--- src/rtl/parent_call_agent_if.sv ---
// parent_call_agent_if: call request, command FIFO, return FIFO and status signals of one parent_call_agent
interface parent_call_agent_if #(
    parameter int ARG_W     = 32,
    parameter int ARG_NUM   = 4,
    parameter int RET_DW    = 32,
    parameter int CHILD     = 64,
    parameter int MAX_OUT   = 4,
    parameter int LOG_CHILD = (CHILD == 1) ? 1 : $clog2(CHILD),
    parameter int CMD_DW    = ARG_W * ARG_NUM + LOG_CHILD + 1 + 32,
    parameter int CNT_W     = $clog2(MAX_OUT + 1)
);
    logic                        call_vld_i;
    logic                        call_rdy_o;
    logic [LOG_CHILD-1:0]        call_child_i;
    logic                        call_ret_req_i;
    logic [31:0]                 call_pc_i;
    logic [ARG_W*ARG_NUM-1:0]    call_args_i;
    logic [CMD_DW-1:0]           cmd_din_o;
    logic                        cmd_write_o;
    logic                        cmd_full_n_i;
    logic                        ret_empty_n_i;
    logic [RET_DW+LOG_CHILD-1:0] ret_dout_i;
    logic                        ret_pop_o;
    logic                        ret_vld_o;
    logic                        ret_rdy_i;
    logic [RET_DW-1:0]           ret_data_o;
    logic [LOG_CHILD-1:0]        ret_child_o;
    logic [CNT_W-1:0]            outstanding_o;
    logic                        err_o;

    modport slave (
        input  call_vld_i, call_child_i, call_ret_req_i, call_pc_i, call_args_i,
        input  cmd_full_n_i, ret_empty_n_i, ret_dout_i, ret_rdy_i,
        output call_rdy_o, cmd_din_o, cmd_write_o, ret_pop_o, ret_vld_o,
        output ret_data_o, ret_child_o, outstanding_o, err_o
    );

    modport master (
        output call_vld_i, call_child_i, call_ret_req_i, call_pc_i, call_args_i,
        output cmd_full_n_i, ret_empty_n_i, ret_dout_i, ret_rdy_i,
        input  call_rdy_o, cmd_din_o, cmd_write_o, ret_pop_o, ret_vld_o,
        input  ret_data_o, ret_child_o, outstanding_o, err_o
    );
endinterface

--- src/rtl/parent_call_agent.sv ---
// parent_call_agent: packs parent calls into arbiter commands, returns values in order under a credit limit
module parent_call_agent #(
    parameter int ARG_W   = 32,
    parameter int ARG_NUM = 4,
    parameter int RET_DW  = 32,
    parameter int CHILD   = 64,
    parameter int MAX_OUT = 4
) (
    input logic                clk,
    input logic                rst,
    parent_call_agent_if.slave bus
);
    localparam int LOG_CHILD = (CHILD == 1) ? 1 : $clog2(CHILD);
    localparam int ARGS_W    = ARG_W * ARG_NUM;
    localparam int CMD_DW    = ARGS_W + LOG_CHILD + 1 + 32;
    localparam int CNT_W     = $clog2(MAX_OUT + 1);
    localparam int PTR_W     = $clog2(MAX_OUT);

    logic                 cmd_hold_q, cmd_hold_d;
    logic [CMD_DW-1:0]    cmd_word_q, cmd_word_d;
    logic                 ret_vld_q, ret_vld_d;
    logic [RET_DW-1:0]    ret_data_q, ret_data_d;
    logic [LOG_CHILD-1:0] ret_child_q, ret_child_d;
    logic [CNT_W-1:0]     cnt_q, cnt_d;
    logic [PTR_W-1:0]     wr_ptr_q, wr_ptr_d, rd_ptr_q, rd_ptr_d;
    logic                 err_q, err_d;
    logic [LOG_CHILD-1:0] tag_q [MAX_OUT];

    logic                 cmd_write, ret_pop, credit_ok, call_rdy, accept, push, pop_ok;
    logic [LOG_CHILD-1:0] ret_child_in;

    // Handshakes, credit check and next-state for command, return, credit and tag-queue state
    always_comb begin
        ret_child_in = bus.ret_dout_i[RET_DW+LOG_CHILD-1:RET_DW];
        cmd_write    = cmd_hold_q & bus.cmd_full_n_i;
        ret_pop      = bus.ret_empty_n_i & (~ret_vld_q | bus.ret_rdy_i);
        credit_ok    = (cnt_q < CNT_W'(MAX_OUT)) | ret_pop;
        call_rdy     = (~cmd_hold_q | cmd_write) & (~bus.call_ret_req_i | credit_ok);
        accept       = bus.call_vld_i & call_rdy;
        push         = accept & bus.call_ret_req_i;
        pop_ok       = ret_pop & (cnt_q != '0);
        cmd_hold_d   = accept | (cmd_hold_q & ~cmd_write);
        cmd_word_d   = accept ? {bus.call_pc_i, bus.call_ret_req_i, bus.call_child_i, bus.call_args_i} : cmd_word_q;
        ret_vld_d    = ret_pop | (ret_vld_q & ~bus.ret_rdy_i);
        ret_data_d   = ret_pop ? bus.ret_dout_i[RET_DW-1:0] : ret_data_q;
        ret_child_d  = ret_pop ? ret_child_in : ret_child_q;
        cnt_d        = cnt_q + CNT_W'(push) - CNT_W'(pop_ok);
        wr_ptr_d     = wr_ptr_q + PTR_W'(push);
        rd_ptr_d     = rd_ptr_q + PTR_W'(pop_ok);
        err_d        = err_q | (ret_pop & (~pop_ok | (ret_child_in != tag_q[rd_ptr_q])));
    end

    // State registers, all cleared immediately by reset
    always_ff @(posedge clk or posedge rst) begin
        if (rst) begin
            cmd_hold_q  <= 1'b0;
            cmd_word_q  <= '0;
            ret_vld_q   <= 1'b0;
            ret_data_q  <= '0;
            ret_child_q <= '0;
            cnt_q       <= '0;
            wr_ptr_q    <= '0;
            rd_ptr_q    <= '0;
            err_q       <= 1'b0;
        end else begin
            cmd_hold_q  <= cmd_hold_d;
            cmd_word_q  <= cmd_word_d;
            ret_vld_q   <= ret_vld_d;
            ret_data_q  <= ret_data_d;
            ret_child_q <= ret_child_d;
            cnt_q       <= cnt_d;
            wr_ptr_q    <= wr_ptr_d;
            rd_ptr_q    <= rd_ptr_d;
            err_q       <= err_d;
        end
    end

    // Tag queue storage; only the pointers matter after reset
    always_ff @(posedge clk) begin
        if (push) tag_q[wr_ptr_q] <= bus.call_child_i;
    end

    assign bus.call_rdy_o    = call_rdy;
    assign bus.cmd_write_o   = cmd_write;
    assign bus.cmd_din_o     = cmd_word_q;
    assign bus.ret_pop_o     = ret_pop;
    assign bus.ret_vld_o     = ret_vld_q;
    assign bus.ret_data_o    = ret_data_q;
    assign bus.ret_child_o   = ret_child_q;
    assign bus.outstanding_o = cnt_q;
    assign bus.err_o         = err_q;
endmodule

--- src/flat_wrapper.sv ---
// flat-port wrapper written by rule: the top's interface ports become plain ports
module parent_call_agent_flat 
#(
    parameter int ARG_W   = 32,
    parameter int ARG_NUM = 4,
    parameter int RET_DW  = 32,
    parameter int CHILD   = 64,
    parameter int MAX_OUT = 4
)
  (clk, rst, bus_call_vld_i, bus_call_child_i, bus_call_ret_req_i, bus_call_pc_i, bus_call_args_i, bus_cmd_full_n_i, bus_ret_empty_n_i, bus_ret_dout_i, bus_ret_rdy_i, bus_call_rdy_o, bus_cmd_din_o, bus_cmd_write_o, bus_ret_pop_o, bus_ret_vld_o, bus_ret_data_o, bus_ret_child_o, bus_outstanding_o, bus_err_o);
  parent_call_agent_if #(.ARG_W(ARG_W), .ARG_NUM(ARG_NUM), .RET_DW(RET_DW), .CHILD(CHILD), .MAX_OUT(MAX_OUT)) bus_i ();
  input logic clk;
  input logic rst;
  input wire logic [$bits(bus_i.call_vld_i)-1:0] bus_call_vld_i;
  input wire logic [$bits(bus_i.call_child_i)-1:0] bus_call_child_i;
  input wire logic [$bits(bus_i.call_ret_req_i)-1:0] bus_call_ret_req_i;
  input wire logic [$bits(bus_i.call_pc_i)-1:0] bus_call_pc_i;
  input wire logic [$bits(bus_i.call_args_i)-1:0] bus_call_args_i;
  input wire logic [$bits(bus_i.cmd_full_n_i)-1:0] bus_cmd_full_n_i;
  input wire logic [$bits(bus_i.ret_empty_n_i)-1:0] bus_ret_empty_n_i;
  input wire logic [$bits(bus_i.ret_dout_i)-1:0] bus_ret_dout_i;
  input wire logic [$bits(bus_i.ret_rdy_i)-1:0] bus_ret_rdy_i;
  output wire logic [$bits(bus_i.call_rdy_o)-1:0] bus_call_rdy_o;
  output wire logic [$bits(bus_i.cmd_din_o)-1:0] bus_cmd_din_o;
  output wire logic [$bits(bus_i.cmd_write_o)-1:0] bus_cmd_write_o;
  output wire logic [$bits(bus_i.ret_pop_o)-1:0] bus_ret_pop_o;
  output wire logic [$bits(bus_i.ret_vld_o)-1:0] bus_ret_vld_o;
  output wire logic [$bits(bus_i.ret_data_o)-1:0] bus_ret_data_o;
  output wire logic [$bits(bus_i.ret_child_o)-1:0] bus_ret_child_o;
  output wire logic [$bits(bus_i.outstanding_o)-1:0] bus_outstanding_o;
  output wire logic [$bits(bus_i.err_o)-1:0] bus_err_o;
  assign bus_i.call_vld_i = bus_call_vld_i;
  assign bus_i.call_child_i = bus_call_child_i;
  assign bus_i.call_ret_req_i = bus_call_ret_req_i;
  assign bus_i.call_pc_i = bus_call_pc_i;
  assign bus_i.call_args_i = bus_call_args_i;
  assign bus_i.cmd_full_n_i = bus_cmd_full_n_i;
  assign bus_i.ret_empty_n_i = bus_ret_empty_n_i;
  assign bus_i.ret_dout_i = bus_ret_dout_i;
  assign bus_i.ret_rdy_i = bus_ret_rdy_i;
  assign bus_call_rdy_o = bus_i.call_rdy_o;
  assign bus_cmd_din_o = bus_i.cmd_din_o;
  assign bus_cmd_write_o = bus_i.cmd_write_o;
  assign bus_ret_pop_o = bus_i.ret_pop_o;
  assign bus_ret_vld_o = bus_i.ret_vld_o;
  assign bus_ret_data_o = bus_i.ret_data_o;
  assign bus_ret_child_o = bus_i.ret_child_o;
  assign bus_outstanding_o = bus_i.outstanding_o;
  assign bus_err_o = bus_i.err_o;
  parent_call_agent #(.ARG_W(ARG_W), .ARG_NUM(ARG_NUM), .RET_DW(RET_DW), .CHILD(CHILD), .MAX_OUT(MAX_OUT)) u_core (.clk(clk), .rst(rst), .bus(bus_i));
endmodule
--- config.mk ---
export PLATFORM = sky130hd
export DESIGN_NAME = parent_call_agent_flat
export DESIGN_NICKNAME = d
export VERILOG_FILES = /design/src/rtl/parent_call_agent_if.sv /design/src/rtl/parent_call_agent.sv /design/src/flat_wrapper.sv
export SDC_FILE = /design/constraint.sdc
export NUM_CORES = 1
export LEC_CHECK = 0
export CORE_AREA = 2 2 163 165
export CTS_CLUSTER_DIAMETER = 30
export DETAILED_ROUTE_END_ITERATION = 7
export DIE_AREA = 0 0 165 167
export HOLD_SLACK_MARGIN = 0.06
export PLACE_DENSITY = 0.83
export SLEW_MARGIN = 10
export SYNTH_ARGS = -nofsm -noshare
export SYNTH_HDL_FRONTEND = slang
export SYNTH_SLANG_ARGS = --single-unit
--- constraint.sdc ---
create_clock -name clk -period 10.6 [get_ports clk]
set_clock_uncertainty 0.05 [all_clocks]
set_input_delay 2.12 -clock clk [delete_from_list [all_inputs] [get_ports clk]]
set_output_delay 2.12 -clock clk [all_outputs]
set_load 0.01 [all_outputs]
# Yosys cells after proc, flatten, opt, wreduce, memory -nomap -nowiden
# Memories as Yosys holds them, arrays and structs flattened.
# Cells that the tools add are included.
# word_totals
input_bits	211
wordCells	42
mem_bits_rw	24
ff_bits	215
out_inout_bits	213
n_memories	1
# op_classes
mux	2
eq_ne	1
bitwise_logic	23
n_addsub	4
n_reduce_logical	1
magnitude_cmp	1
# memory_table
memory	depth	width	rd	rd_ports_with_merged_regs	wr	line	text
u_core.tag_q	4	6	1	0	1	parent_call_agent.sv:27	logic [LOG_CHILD-1:0] tag_q [MAX_OUT];
# ops
op	n
$and 1x1->1	9
$or 1x1->1	8
$ne 6x6->1	1
$not 1->1	6
$add 2x1->2	2
$add 3x1->3	1
$lt 3x3->1 const B	1
$reduce_bool 3->1	1
$sub 3x1->3	1
$mux 1	2

# Longest topological paths before layout
# Gate-level depths: netlist of run 1.
# depth
depth_word	10
mapped_depth	12
ltp_nobuf	10

# Least setup slack after synthesis of run 1
# OpenSTA, ideal clock, no wires.
# synth_timing
kind	input -> output
startpoint	input port bus_ret_rdy_i
endpoint	output port bus_call_rdy_o
n_path_buf	1
slack_ns	5.547
required_time_ns	8.430
path_stages	4
t_arrival_ns	2.883
path_cell_list	nand2b_2 > nand2_4 > clkbuf_1 > a31oi_1
# synth_via
elab_chain_cells	5
# synth_lines
element	line	text
start: declaration	flat_wrapper.sv:22	input wire logic [$bits(bus_i.ret_rdy_i)-1:0] bus_ret_rdy_i;
$or 1x1->1	parent_call_agent.sv:36	ret_pop = bus.ret_empty_n_i & (~ret_vld_q | bus.ret_rdy_i);
$and 1x1->1	parent_call_agent.sv:36	
$or 1x1->1	parent_call_agent.sv:37	credit_ok = (cnt_q < CNT_W'(MAX_OUT)) | ret_pop;
$or 1x1->1	parent_call_agent.sv:38	call_rdy = (~cmd_hold_q | cmd_write) & (~bus.call_ret_req_i | credit_ok);
$and 1x1->1	parent_call_agent.sv:38	
end: declaration	flat_wrapper.sv:23	output wire logic [$bits(bus_i.call_rdy_o)-1:0] bus_call_rdy_o;
# No other way between the ends.

# Worst setup path in the final report of run 1
# layout_timing
startpoint	input port bus_ret_rdy_i
endpoint	output port bus_ret_pop_o
# layout_via
elab_chain_cells	2
# layout_lines
element	line	text
$or 1x1->1	parent_call_agent.sv:36	
$and 1x1->1	parent_call_agent.sv:36	
end: declaration	flat_wrapper.sv:26	output wire logic [$bits(bus_i.ret_pop_o)-1:0] bus_ret_pop_o;
# No other way between the ends.

==> results of run 1 <==
## per-layer routing
layer	share of wire, %	wire length [um]	vias to the layer above
li1	-	-	2943
met1	35	9680	3192
met2	54	14800	288
met3	7.7	2100	57
met4	3.0	822	0
met5	0	0	-
## worst min path at each step
stage	end	cells after the start	from
floorplan	u_core.rd_ptr_q[0]	1	u_core.rd_ptr_q[0]
global placement	u_core.bus.ret_data_o[0]	2	u_core.bus.ret_data_o[0]
detailed placement	u_core.bus.ret_data_o[0]	2	u_core.bus.ret_data_o[0]
global route	u_core.bus.ret_data_o[31]	2	u_core.bus.ret_data_o[31]
CTS	u_core.bus.ret_data_o[0]	2	u_core.bus.ret_data_o[0]
finish	u_core.bus.ret_data_o[0]	2	u_core.bus.ret_data_o[0]
## registers in the layout, indices dropped and copies added, names as in the netlist
name	count
u_core.bus.cmd_din_o	167
u_core.bus.ret_data_o	32
u_core.rd_ptr_q	2
u_core.bus.outstanding_o	3
u_core.bus.ret_vld_o	1
u_core.bus.ret_child_o	6
u_core.wr_ptr_q	2
u_core.tag_q	24
u_core.cmd_hold_q	1
u_core.bus.err_o	1
## tightest hold or removal path: stages, from the launching register on
cell and delay [ns]:
dfrtp_1 0.33, nand2_1 0.05, nand2_1 0.05
## synth_stat cells, drive strengths merged
| cell type | n |
|---|---|
| dfrtp | 215 |
| mux2 | 173 |
| nand2 | 97 |
| edfxtp | 24 |
| buf | 22 |
| xor2 | 8 |
| clkbuf | 6 |
| inv | 6 |
| mux4 | 6 |
| ha | 4 |
| nor2 | 3 |
| a31oi | 2 |
| and2 | 2 |
| and4b | 2 |
| nand2b | 2 |
| nor3 | 2 |
| xnor2 | 2 |
| a311oi | 1 |
| and4 | 1 |
| and4bb | 1 |
| clkinv | 1 |
| fa | 1 |
| nor2b | 1 |
| nor4 | 1 |
| or2 | 1 |
## kinds of logic (layout without fill, tap and decap cells)
logic type                 Yosys count  after routing  share of synthesized area, %
AOI/OAI and AO/OA                    3              3                         0.410
xor gates and xnor gates            10             10                         0.925
adders and majority gates            5              5                         0.740
buffers and inverters               35            536                          3.99
DFF                                239            239                          64.5
muxes                              179            179                          24.4
and+or+nand+nor                    113            113                          5.08
## metrics by stage
stage          util (%)  cells
2_1_floorplan         -    584
3_3_place_gp       53.6   1320
3_5_place_dp       53.6   1320
4_1_cts            61.1   1420
5_1_grt            61.1   1420
6_report           61.1   1420
## power by group
group | switching (uW) | leakage (uW) | internal [uW]
logic | 401 | 0.00308 | 667
registers | 149 | 0.00274 | 1160
clock network | 542 | 0.000940 | 1200
total | 1090 | 0.00676 | 3030
## layout make-up
class | count | area share (%)
Timing Repair Buffer | 429 | 27.2
Tap cell | 335 | 2.66
Clock inverter | 38 | 3.14
Multi-Input combinational cell | 310 | 19.0
Sequential cell | 239 | 38.7
Inverter | 7 | 0.215
Clock buffer | 62 | 9.10
==> run metrics, run 1 <==
CTS Sinks 239; M2 GR Usage 36.6%; clk_lat worst skew 0.53 ns; Worst path slowest cell clkdlybuf4s50_1; pwr dens 262 nW/um^2; grt peak-use layer met2; Clock Tree Buf Depth 3; Fillers 1897; chip height 167 um; Worst R2R Path Depth 6; M1 GR Usage 20.3%; post-DP HPWL 19200 um; layout cells sized above 1 16.8%; vias 6480; CTS resizes 0; sequential fraction of the synthesis area 64.5%; final antenna-violating net count 0; final instance area 15700 um^2; n_diodes 0; crit path capture type output port; die area 27600 um^2; Slew Limit Fails 0; initial antenna violation count 0; first-pass GRT wire length 41400 um; status finished clean; most frequent cells in the layout 423 x clkdlybuf4s50_1, 215 x dfrtp_1, 104 x mux2_1; Tmin final 6.52 ns; Clk pin slew, worst setup/hold paths 0.04 ns; Fin. Hold Viols 0; Lkg Pwr 0.00676 uW; I/O pin total 424; cells after synthesis 584; Post-Syn Area 9460 um^2; Area growth syn-to-layout 66.4%; post-synth top area cell dfrtp_1; Cell Rows 59; Critical Path End bus_ret_pop_o; H-Tree Depth 2; RSZ-0062 raised after global routing false; CP max stage delay 0.63 ns; number of stages on the worst setup path 5; DR WL/cell 19.3 um; Multi-input gate area 2990 um^2; Initial Utilization 36.7%; Worst Path Arrival 4.35 ns; cell family with most CP delay buffers and inverters; max cap viols 0; period utilization 61.5%; CTS tree done; met3 GRT Util 5.55%; Synth area leaders dfrtp_1 57%, mux2_1 12%, mux2_4 9.5%, edfxtp_1 7.6%, nand2_1 3.8%; Rel. slew slack 31.1%; final setup margin 4.08 ns; Final Routed Wirelength 27400 um; total CTS buffers 53; count of state elements after synthesis 239; Peak VDD IR 0.000195 V; IO Port Bufs 423; gr usage total 19.6%; Die W 165 um; placed cell areas 13800 um^2; setup_tns 0 ns; sequential standard cell area 6100 um^2; hold buffer count at cts 0; syn avg cell area 16.2 um^2; commonest non-fill, non-tap cell in the layout clkdlybuf4s50_1; worst path bufs/invs 3; Pre-antenna DRT Iters 4; Worst Setup Path Type in -> out; Achievable Freq 153 MHz; Avg Vias per Cell 4.56; distinct cell type count after synthesis 33; largest net degree at the start of global routing 99; Worst Tran Pin Value 1.03 ns; Setup crit start bus_ret_rdy_i; Reg2Reg Capture Point u_core.bus.cmd_din_o[156]; Max FO, Critical Path 43; Setup-failing EPs final 0; CP most frequent cell clkdlybuf4s50_1; top-area cell type share of the netlist area 56.8%; Min Hold Slack 0.419 ns; CP startpoint kind input port; warnings from Yosys 0; # nets final 1256; CTS Root Cell clkbuf_16; R2R Path Start u_core.bus.ret_vld_o; # Post-CTS Setup Buffers 0; Pwr Total 4120 uW; reg-to-reg slack, setup 7.22 ns; GP Congestion 0.765; vias in the first global route 7346; Overflow after GRT 0; worst slack, placed 4.02 ns; Critical Path RT 8.43 ns; core box area 25800 um^2; worst path cell trace clkdlybuf4s50_1 > nand2b_2 > nand2_4 > clkinv_1 > clkdlybuf4s50_1; Net Count, Synth 800; DR iter-0 viols 335; Remaining DRCs 0; HP Class reg -> reg
No activity file was read; power rests on OpenSTA's default activity.
==> run 2, diff against run 1 <==
CORE_AREA = not set   (was 2 2 163 165)
CORE_ASPECT_RATIO = 0.75   (was not set)
CORE_MARGIN = 2   (was not set)
CORE_UTILIZATION = 38   (was not set)
DIE_AREA = not set   (was 0 0 165 167)
PLACE_DENSITY = 0.88   (was 0.83)
clock period = 5.9 ns   (was 10.6 ns; I/O delays follow)
==> run 2 against run 1 <==
Critical path depth unchanged. Sequential cell count unchanged. Die area decreased by 4.9%. Clock-buffer cell count decreased by 20. Routed wire length decreased by 1.1%. Design area decreased by 3.2%. Utilization increased by 1.8 points. Sequential power increased by 79%. Clock power increased by 38%. Critical endpoint is now bus_call_rdy_o.
==> run metrics, run 2 (synthesized netlist as in run 1, its figures left out) <==
most frequent cells in the layout 423 x clkdlybuf4s50_1, 215 x dfrtp_1, 104 x mux2_1; pwr dens 438 nW/um^2; Sw Ratio 28.4%; GP Congestion 0.820; vias 6392; Multi-input gate area 2990 um^2; combinational fraction of design power 28.9%; post-DP HPWL 19100 um; Slew Limit Fails 0; hold buffer count at cts 0; IO Port Bufs 423; Final Routed Wirelength 27100 um; Initial Utilization 39.1%; chip height 141 um; Peak VDD IR 0.000294 V; Achievable Freq 237 MHz; Cell Rows 49; Critical Path RT 4.67 ns; die area 26200 um^2; DR WL/cell 19.5 um; Fin. Hold Viols 0; setup_tns 0 ns; first-pass GRT wire length 40800 um; clock share of power 35.9%; sequential standard cell area 6100 um^2; Worst Path Arrival 2.99 ns; gr usage total 20.3%; Min Hold Slack 0.420 ns; CTS resizes 0; largest net degree at the start of global routing 145; Overflow after GRT 0; Fillers 1723; Max FO, Critical Path 43; placed cell areas 13800 um^2; Worst Setup Path Type in -> out; Area growth syn-to-layout 61.0%; core box area 24200 um^2; cell family with most CP delay buffers and inverters; CTS Sinks 239; register share of total power 35.2%; total CTS buffers 40; CTS tree done; I/O pin total 424; Clock Tree Buf Depth 3; H-Tree Depth 2; Worst Tran Pin Value 0.940 ns; Clk pin slew, worst setup/hold paths 0.05 ns; layout cells sized above 1 14.9%; DP Cell Count 1315; vias in the first global route 7180; worst path bufs/invs 2; worst path cell trace clkdlybuf4s50_1 > nand2b_2 > nand2_4 > a31oi_1 > clkdlybuf4s50_1; post-route insts no fill 1390; crit path capture type output port; CTS Root Cell clkbuf_16; initial antenna violation count 1; Pre-antenna DRT Iters 4; final instance area 15200 um^2; Setup-failing EPs final 0; Die W 186 um; Rel. slew slack 37.3%; Avg Vias per Cell 4.60; HP Class reg -> reg; P_int 4780 uW; RSZ-0062 raised after global routing false; # nets final 1242; # Post-CTS Setup Buffers 0; Largest register FFs 167; Remaining DRCs 0; fin util 62.9%; final antenna-violating net count 0; clk_lat worst skew 0.52 ns; CP most frequent cell clkdlybuf4s50_1; Worst path slowest cell clkdlybuf4s50_1; CP startpoint kind input port; Lkg Pwr 0.00650 uW; period utilization 71.5%; NetSw 1900 uW; CP max stage delay 0.57 ns; max cap viols 0; Tmin final 4.22 ns; status finished clean; DR iter-0 viols 231; commonest non-fill, non-tap cell in the layout clkdlybuf4s50_1
run 2: path summary, 6_finish.rpt:
kind / start / endpoint / slack, ns / cells after the start
max reg2reg: u_core.bus.ret_vld_o / u_core.tag_q[2][3] / 3.06 / 5
min in group asynchronous: rst / u_core.bus.cmd_din_o[4] / 1.13 / 3
min: u_core.bus.ret_data_o[9] / u_core.bus.ret_data_o[9] / 0.42 / 2
min reg2reg: u_core.bus.ret_data_o[9] / u_core.bus.ret_data_o[9] / 0.42 / 2
max in group asynchronous: rst / u_core.bus.ret_data_o[12] / 3.93 / 3
max: bus_ret_rdy_i / bus_call_rdy_o / 1.68 / 5
run 2: layout make-up:
| class | instances | area share (%) |
|---|---|---|
| Sequential cell | 239 | 40.0 |
| Timing Repair Buffer | 428 | 28.2 |
| Multi-Input combinational cell | 310 | 19.6 |
| Clock buffer | 42 | 6.76 |
| Tap cell | 331 | 2.72 |
| Clock inverter | 32 | 2.46 |
| Inverter | 7 | 0.197 |
| Antenna cell | 1 | 0.0164 |
run 2: per-layer routing:
layer / up-vias / share of wire (%) / GRT usage (%)
li1: 2902 / - / -
met1: 3160 / 40 / 23.8
met2: 265 / 49 / 35.0
met3: 65 / 7.6 / 6.38
met4: 0 / 3.1 / 7.75
met5: - / 0 / 0
run 2: tightest hold or removal path, cell delays in order, from the launching register on:
cell and delay [ns]:
dfrtp_1 0.34, nand2_1 0.05, nand2_1 0.05
run 2: through the flow:
step / setup WS [ns] / total power (uW)
after global placement: 1.73 / 4230
after floorplan: 1.87 / 3210
final: 1.68 / 6670
after global routing: 1.57 / 6970
after CTS: 1.69 / 6760
after detailed placement: 1.69 / 4300
run 2: power groups by stage:
stage	sequential (uW)	combinational, uW	clock, uW
after floorplan	2500	714	0
after global placement	2330	1890	0
after global routing	2400	2050	2520
after detailed placement	2360	1940	0
final	2350	1930	2400
after CTS	2350	1960	2450
==> run 3, diff against run 2 <==
CORE_AREA = 2 2 163 165   (was not set)
CORE_ASPECT_RATIO = not set   (was 0.75)
CORE_MARGIN = not set   (was 2)
CORE_UTILIZATION = not set   (was 38)
DIE_AREA = 0 0 165 167   (was not set)
PLACE_DENSITY = 0.83   (was 0.88)
clock period = 4.1 ns   (was 5.9 ns; I/O delays follow)
==> run 3 against run 2 <==
First-iteration DRC count increased by 45%. Critical path depth is the same. Register-to-register slack got worse by 1.4 ns. Final cell count up 2.9%. Setup slack worse by 0.86 ns. Design area up 3.8%. Worst hold slack worse by 0.0026 ns. Via count rose by 2.2%. Largest cell class unchanged. Highest routed layer unchanged.
==> run metrics, run 3 (synthesized netlist as in run 1, its figures left out) <==
status finished clean; Area growth syn-to-layout 67.1%; vias 6532; Rel. slew slack 31.7%; CTS Root Cell clkbuf_16; HP Class reg -> reg; hold buffer count at cts 0; chip height 167 um; initial antenna violation count 2; GP Congestion 0.821; Worst path slowest cell clkdlybuf4s50_1; Worst Path Arrival 2.40 ns; Avg Vias per Cell 4.57; hold path start u_core.bus.ret_data_o[23]; # Post-CTS Setup Buffers 0; DR WL/cell 19.0 um; Clk pin slew, worst setup/hold paths 0.04 ns; period utilization 79.9%; DR iter-0 viols 335; final antenna-violating net count 0; CP most frequent cell clkdlybuf4s50_1; first-pass GRT wire length 41100 um; largest net degree at the start of global routing 62; Critical Path RT 3.23 ns; CP startpoint kind input port; Cell Rows 59; core box area 25800 um^2; pwr dens 663 nW/um^2; setup_tns 0 ns; post-DP HPWL 19300 um; Setup-failing EPs final 0; H-Tree Depth 2; Setup crit start bus_ret_rdy_i; commonest non-fill, non-tap cell in the layout clkdlybuf4s50_1; vias in the first global route 7210; Max FO, Critical Path 21; Slew Limit Fails 0; most frequent cells in the layout 423 x clkdlybuf4s50_1, 215 x dfrtp_1, 104 x mux2_1; I/O pin total 424; Achievable Freq 305 MHz; Largest register FFs 167; total CTS buffers 54; Peak VDD IR 0.000399 V; crit path capture type output port; Worst Tran Pin Value 1.02 ns; Final Routed Wirelength 27200 um; Die W 165 um; RSZ-0062 raised after global routing false; Tmin final 3.27 ns; CTS Sinks 239; final instance area 15800 um^2; # nets final 1265; max cap viols 0; Lkg Pwr 0.00677 uW; clk_lat worst skew 0.53 ns; CTS tree done; CTS resizes 0; Remaining DRCs 0; worst path cell trace clkdlybuf4s50_1 > nand2b_2 > nand2_4 > a31oi_1 > clkdlybuf4s50_1; gr usage total 19.4%; CP max stage delay 0.58 ns; Initial Utilization 36.7%; Overflow after GRT 0; R2R Path Start u_core.bus.ret_vld_o; IO Port Bufs 423; Worst Setup Path Type in -> out; placed cell areas 13900 um^2; Clock Tree Buf Depth 3; Pre-antenna DRT Iters 4; Fin. Hold Viols 0; layout cells sized above 1 16.8%; die area 27600 um^2
==> run 3: changes by cell type in the layout (fill, tap and decap cells not counted), moves of 3 or more <==
cell	before	now
clkbuf_1	1	10
clkinvlp_4	5	8
clkbuf_8	0	4
clkbuf_16	41	57
inv_8	4	0
buf_12	2	6
buf_4	3	8
==> run 3: critical path, delay by kind of cell <==
family,cells,cell delay (ns)
buffers and inverters,2,1.02
AND/OR/NAND/NOR,2,0.32
AO/OA/AOI/OAI,1,0.23
==> run 3: final timing paths <==
path	end	slack [ns]	cells past startpoint
setup / recovery	bus_call_rdy_o	0.83	5
hold / removal	u_core.bus.ret_data_o[23]	0.42	2
setup reg to reg	u_core.bus.cmd_din_o[152]	1.68	6
hold reg to reg	u_core.bus.ret_data_o[23]	0.42	2
max in group asynchronous	u_core.bus.cmd_din_o[152]	2.36	3
min in group asynchronous	u_core.bus.cmd_din_o[73]	0.84	2
==> run 3: layer usage <==
| metal | wire length [um] | track usage (%) | vias to the layer above |
|---|---|---|---|
| met4 | 971 | 8.39 | 0 |
| met1 | 10000 | 21.2 | 3232 |
| met3 | 2200 | 5.65 | 69 |
| met5 | 0 | 0 | - |
| li1 | - | - | 2958 |
| met2 | 14000 | 34.5 | 273 |
==> run 3: layout make-up <==
class                           instances  area [um^2]
Clock inverter                         29          340
Inverter                                7         30.0
Clock buffer                           71         1520
Fill cell                            1916         9950
Timing Repair Buffer                  437         4410
Sequential cell                       239         6100
Antenna cell                            2         5.00
Tap cell                              335          419
Multi-Input combinational cell        310         2990
==> run 3: power breakdown <==
group | total [uW] | switching [uW] | internal, uW
Sequential | 3390 | 383 | 3000
Combinational | 2790 | 1050 | 1740
Clock | 4300 | 1370 | 2930
Total | 10500 | 2800 | 7680
==> run 3: stage by stage <==
| stage | cells | hold slack (ns) | worst slack [ns] | power [uW] | utilization, % |
|---|---|---|---|---|---|
| 2_1_floorplan | 584 | 0.423 | 0.432 | 4620 | - |
| 3_3_place_gp | 1328 | 0.408 | 0.848 | 6110 | 54.1 |
| 3_5_place_dp | 1328 | 0.411 | 0.807 | 6200 | 54.1 |
| 4_1_cts | 1428 | 0.422 | 0.812 | 10600 | 61.4 |
| 5_1_grt | 1429 | 0.440 | 0.755 | 10900 | 61.4 |
| 6_report | 1430 | 0.417 | 0.826 | 10500 | 61.4 |
